## src/rtl/piso_tx_if.sv

```systemverilog
// rtl/piso_tx_if.sv - load handshake and serial output bundle for piso_tx
interface piso_tx_if #(
    parameter int WIDTH = 4
);
    logic             load_valid;
    logic             load_ready;
    logic [WIDTH-1:0] d;
    logic             sout;
    logic             sframe;
    logic             slast;

    modport master (
        output load_valid, d,
        input  load_ready, sout, sframe, slast
    );

    modport slave (
        input  load_valid, d,
        output load_ready, sout, sframe, slast
    );
endinterface

```

## src/rtl/piso_tx.sv

```systemverilog
// rtl/piso_tx.sv - parallel-in serial-out transmitter with gapless back-to-back words
// Optional trailing even-parity bit is compiled in when PARITY_EN is defined.
module piso_tx #(
    parameter int WIDTH     = 4,
    parameter int MSB_FIRST = 1
) (
    input  logic       clk,
    input  logic       clear_n,
    piso_tx_if.slave   bus
);
    localparam int             CW   = (WIDTH > 1) ? $clog2(WIDTH) : 1;
    localparam logic [CW-1:0]  LAST = CW'(WIDTH - 1);
    localparam logic [CW-1:0]  PENULT = CW'(WIDTH - 2);

`ifdef PARITY_EN
    typedef enum logic [1:0] {IDLE, SHIFT, PARITY} state_t;
`else
    typedef enum logic [1:0] {IDLE, SHIFT} state_t;
`endif

    state_t           state_q, state_d;
    logic [CW-1:0]    cnt_q, cnt_d;
    logic [WIDTH-1:0] shreg_q, shreg_d;
    logic             sout_q, sout_d;
    logic             sframe_q, sframe_d;
    logic             slast_q, slast_d;
    logic             ready;
    logic             accept;
`ifdef PARITY_EN
    logic             par_q, par_d;
`endif

    function automatic logic head(input logic [WIDTH-1:0] w);
        return (MSB_FIRST != 0) ? w[WIDTH-1] : w[0];
    endfunction

    function automatic logic [WIDTH-1:0] advance(input logic [WIDTH-1:0] w);
        return (MSB_FIRST != 0) ? (w << 1) : (w >> 1);
    endfunction

    // Ready depends only on state/counter so there is no path from load_valid.
`ifdef PARITY_EN
    assign ready = (state_q == IDLE) || (state_q == PARITY);
`else
    assign ready = (state_q == IDLE) || ((state_q == SHIFT) && (cnt_q == LAST));
`endif
    assign accept = bus.load_valid && ready;

    always_comb begin
        state_d  = state_q;
        cnt_d    = cnt_q;
        shreg_d  = shreg_q;
        sout_d   = 1'b0;
        sframe_d = 1'b0;
        slast_d  = 1'b0;
`ifdef PARITY_EN
        par_d    = par_q;
`endif
        // The counter always indexes the bit currently presented on sout.
        if (accept) begin
            state_d  = SHIFT;
            cnt_d    = '0;
            sout_d   = head(bus.d);
            shreg_d  = advance(bus.d);
            sframe_d = 1'b1;
`ifdef PARITY_EN
            par_d    = ^bus.d;
`endif
        end else begin
            case (state_q)
                SHIFT: begin
                    if (cnt_q != LAST) begin
                        cnt_d    = cnt_q + CW'(1);
                        sout_d   = head(shreg_q);
                        shreg_d  = advance(shreg_q);
                        sframe_d = 1'b1;
`ifdef PARITY_EN
                        slast_d  = 1'b0;
`else
                        slast_d  = (cnt_q == PENULT);
`endif
                    end else begin
`ifdef PARITY_EN
                        state_d  = PARITY;
                        sout_d   = par_q;
                        sframe_d = 1'b1;
                        slast_d  = 1'b1;
`else
                        state_d  = IDLE;
                        cnt_d    = '0;
`endif
                    end
                end
`ifdef PARITY_EN
                PARITY: begin
                    state_d = IDLE;
                    cnt_d   = '0;
                end
`endif
                default: state_d = IDLE;
            endcase
        end
    end

    always_ff @(posedge clk or negedge clear_n) begin
        if (!clear_n) begin
            state_q  <= IDLE;
            cnt_q    <= '0;
            shreg_q  <= '0;
            sout_q   <= 1'b0;
            sframe_q <= 1'b0;
            slast_q  <= 1'b0;
`ifdef PARITY_EN
            par_q    <= 1'b0;
`endif
        end else begin
            state_q  <= state_d;
            cnt_q    <= cnt_d;
            shreg_q  <= shreg_d;
            sout_q   <= sout_d;
            sframe_q <= sframe_d;
            slast_q  <= slast_d;
`ifdef PARITY_EN
            par_q    <= par_d;
`endif
        end
    end

    assign bus.load_ready = ready;
    assign bus.sout       = sout_q;
    assign bus.sframe     = sframe_q;
    assign bus.slast      = slast_q;
endmodule

```

## src/flat_wrapper.sv

```systemverilog
// flat-port wrapper written by rule: the top's interface ports become plain ports
module piso_tx_flat 
#(
    parameter int WIDTH     = 4,
    parameter int MSB_FIRST = 1
)
  (clk, clear_n, bus_load_valid, bus_d, bus_load_ready, bus_sout, bus_sframe, bus_slast);
  piso_tx_if #(.WIDTH(WIDTH)) bus_i ();
  input  logic clk;
  input  logic clear_n;
  input wire logic [$bits(bus_i.load_valid)-1:0] bus_load_valid;
  input wire logic [$bits(bus_i.d)-1:0] bus_d;
  output wire logic [$bits(bus_i.load_ready)-1:0] bus_load_ready;
  output wire logic [$bits(bus_i.sout)-1:0] bus_sout;
  output wire logic [$bits(bus_i.sframe)-1:0] bus_sframe;
  output wire logic [$bits(bus_i.slast)-1:0] bus_slast;
  assign bus_i.load_valid = bus_load_valid;
  assign bus_i.d = bus_d;
  assign bus_load_ready = bus_i.load_ready;
  assign bus_sout = bus_i.sout;
  assign bus_sframe = bus_i.sframe;
  assign bus_slast = bus_i.slast;
  piso_tx #(.WIDTH(WIDTH), .MSB_FIRST(MSB_FIRST)) u_core (.clk(clk), .clear_n(clear_n), .bus(bus_i));
endmodule
```

## config.mk

```make
export PLATFORM = sky130hd
export DESIGN_NAME = piso_tx_flat
export DESIGN_NICKNAME = d
export VERILOG_FILES = /design/src/rtl/piso_tx_if.sv /design/src/rtl/piso_tx.sv /design/src/flat_wrapper.sv
export SDC_FILE = /design/constraint.sdc
export NUM_CORES = 1
export LEC_CHECK = 0
export CELL_PAD_IN_SITES_DETAIL_PLACEMENT = 1
export CELL_PAD_IN_SITES_GLOBAL_PLACEMENT = 1
export CORE_AREA = 5 5 42 44
export CTS_CLUSTER_SIZE = 8
export DETAILED_ROUTE_END_ITERATION = 10
export DIE_AREA = 0 0 47 49
export GPL_TIMING_DRIVEN = 0
export MAX_ROUTING_LAYER = met4
export PLACE_DENSITY_LB_ADDON = 0.25
export SYNTH_ARGS = -nofsm -noshare
export SYNTH_HDL_FRONTEND = slang
export SYNTH_SLANG_ARGS = --single-unit
export TNS_END_PERCENT = 100
```

## constraint.sdc

```tcl
create_clock -name clk -period 1.3 [get_ports clk]
set_input_delay 0.26 -clock clk [delete_from_list [all_inputs] [get_ports clk]]
set_output_delay 0.26 -clock clk [all_outputs]
set_load 0.005 [all_outputs]
```

==> results.toml <==
[status]
status = "complete, but fails checks"
violations = "setup timing"

[synth]
synth_top_cell_by_area = "dfrtp_1"
synth-seq-area-share_pct = 54.4
ys_seq_elements = 9
ys_top_cells_by_area = "dfrtp_1 54%, nand2b_1 7.6%, mux2i_1 7.3%, ha_1 6.0%, a21oi_1 3.6%"
synth_top_area_share_pct = 54.4
synth.net_count = 46
ys_types = 15
syn_area_per_cell_um2 = 11.2
synth_flop_cell = "dfrtp_1"
async_flop_share_pct = 100
syn_inst = 37
synth-edff-count = 0
yosysMostFrequentCell = "dfrtp_1"
yosys_warnings = 0
synth_top_cells_by_count = "9 x dfrtp_1, 5 x nand2b_1"
syn_area_um2 = 414

[timing]
setup_violations = 2
hold_ws_ns = 0.221
post-route-min-period_ns = 1.38
rsz0062_at_grt = "true"
slew-limit-headroom_pct = 71.5
post-route-period-util_pct = 106
fmax_mhz = 722
skew_ns = 0.000468
tightest_slew_ns = 0.427
setup_ws_ns = -0.0842
maxSlewViolCount = 0
finalHoldViolations = 0

[worst_hold_path]
holdCritPathClass = "input pin to register"
min_from = "bus_load_valid"

[placed_design]
numPortBuffers = 9
dpl.hpwl_um = 651
place_congestion = 0.593
dpl_worst_slack_ns = -0.412

[worst_setup_path]
r2r_start = "u_core.cnt_q[0]"
path_cells = "ha_4 > nand2b_4 > buf_6"
worstPathArrival_ns = 1.12
cp.required_ns = 1.04
startpoint = "u_core.cnt_q[0]"
path_max_fanout = 3
crit_type = "register to primary output"
crit_path_top_delay_cell = "dfrtp_1"
end_kind = "primary output"
critical_path.top_delay_family = "flip-flops"
critPathLaunchType = "register"
slowest_delay_ns = 0.42
critPathBufInv = 1

[global_routing]
grt_pass1_vias = 355
grt_max_degree = 10
antenna_found_initial = 0
overflow = 0
grt_pass1_wl_um = 1580
grt_use_total_pct = 10.3

[floorplan]
initial_core_util_pct = 29.6
die_w_um = 47
top_level_ports = 11
core_area_um2 = 1400
dieArea_um2 = 2300
die_y_um = 49
rows = 14

[route]
drtIter0Drc = 1
vias_per_cell = 4.64
wirelength_um = 927
dr_total_vias = 325
drc = 0
post_drt_wl_per_cell_um = 13.2
ant_nets = 0
dr.pass1.iters = 4

[cts]
hold_buffers = 0
numCtsBuffers = 3
clk_pin_slew_ns = 0.06
root_buffer = "clkbuf_4"
cts.path.max_buffers = 2
cts_tree = "done"
cts.sinks = 9
cts_max_level = 1
worstSkewPairLatency_ns = 0.27

[job]
maxCapViolCount = 0

[layout]
syn_to_final_growth_pct = 44.4
nNetsFinal = 64
drive_gt1_share_pct = 25.9
n_antenna_cell = 0

[pwr]
max-vdd-ir-drop_mv = 0.926
p_leak_nw = 0.283
power.density_nw_per_um2 = 2240
-- where the power goes --
group	switching, mW	leakage, nW	internal, mW	total [mW]
Combinational	0.275	0.161	0.360	0.634
Sequential	0.0796	0.107	0.402	0.481
Clock	0.106	0.0150	0.119	0.225
-- area by class of cell --
| cell class | instances | area, um2 |
|---|---|---|
| inverters | 3 | 11.3 |
| fillers | 168 | 803 |
| flip-flops and latches | 9 | 225 |
| well taps | 16 | 20.0 |
| plain buffers | 1 | 11.3 |
| multi-input cells | 23 | 179 |
| repair buffers | 14 | 125 |
| clock buffers | 4 | 26.3 |
-- cell usage in the layout (no fill, tap or decap), types with 2 or more instances in the layout --
master           netlist  final
a21oi_1                3      3
mux2i_1                3      3
nand2b_1               5      4
dlygate4sd2_1          0      3
inv_1                  3      3
clkdlybuf4s50_1        0      5
buf_4                  1      5
dfrtp_1                9      9
nor2_1                 3      3
clkbuf_4               0      3
o21ai_0                2      2
buf_6                  1      2
-- routing by layer --
metal	GRT usage, %	part of all wire (%)	up-vias
li1	-	-	156
met1	11.8	43	157
met2	15.6	50	10
met3	3.32	5.4	2
met4	5.53	1.8	0
met5	-	0	-
-- state kept, by name (all words and copies together) (netlist names) --
signal / cells
u_core.bus.sout: 1
u_core.bus.slast: 1
u_core.bus.sframe: 1
u_core.state_q: 1
u_core.cnt_q: 2
u_core.shreg_q: 3
-- cells by family (layout without fill, tap and decap cells) --
| group | after synthesis | after routing | synth area share, % |
|---|---|---|---|
| adder cells (fa/ha/maj) | 2 | 2 | 6.04 |
| flip-flops | 9 | 9 | 54.4 |
| multiplexers | 3 | 3 | 7.25 |
| AO/OA/AOI/OAI | 7 | 7 | 9.97 |
| AND/OR/NAND/NOR | 11 | 11 | 15.1 |
| buffers and inverters | 5 | 22 | 7.25 |
-- stage by stage --
step                utilization, %  cells  instance area, um2  power [mW]  setup TNS (ns)
finish                        42.7     70                 598        1.34          -0.107
global route                  42.7     70                 598        1.47          -0.232
CTS                           43.5     71                 609        1.41          -0.194
detailed placement            37.4     62                 524        1.00          -0.412
global placement              37.4     62                 524       0.955          -0.371
floorplan                        -     37                 414       0.777               0
-- path summary, 6_finish.rpt --
kind / end / slack, ns / cells past startpoint
min reg2reg: u_core.bus.sout / 0.54 / 2
max reg2reg: u_core.cnt_q[1] / -0.02 / 6
min in group asynchronous: u_core.bus.slast / 0.30 / 1
max in group asynchronous: u_core.cnt_q[1] / 0.71 / 1
min: u_core.bus.slast / 0.22 / 2
max: bus_load_ready / -0.08 / 3
-- timing repair --
action,4_1_cts,5_1_grt
pin swaps,1,1
hold endpoints to repair,0,0
setup endpoints to repair,4,5
buffers inserted,5,0
gates resized for setup,12,0
Note: power is estimated with default switching activity, not from simulation.
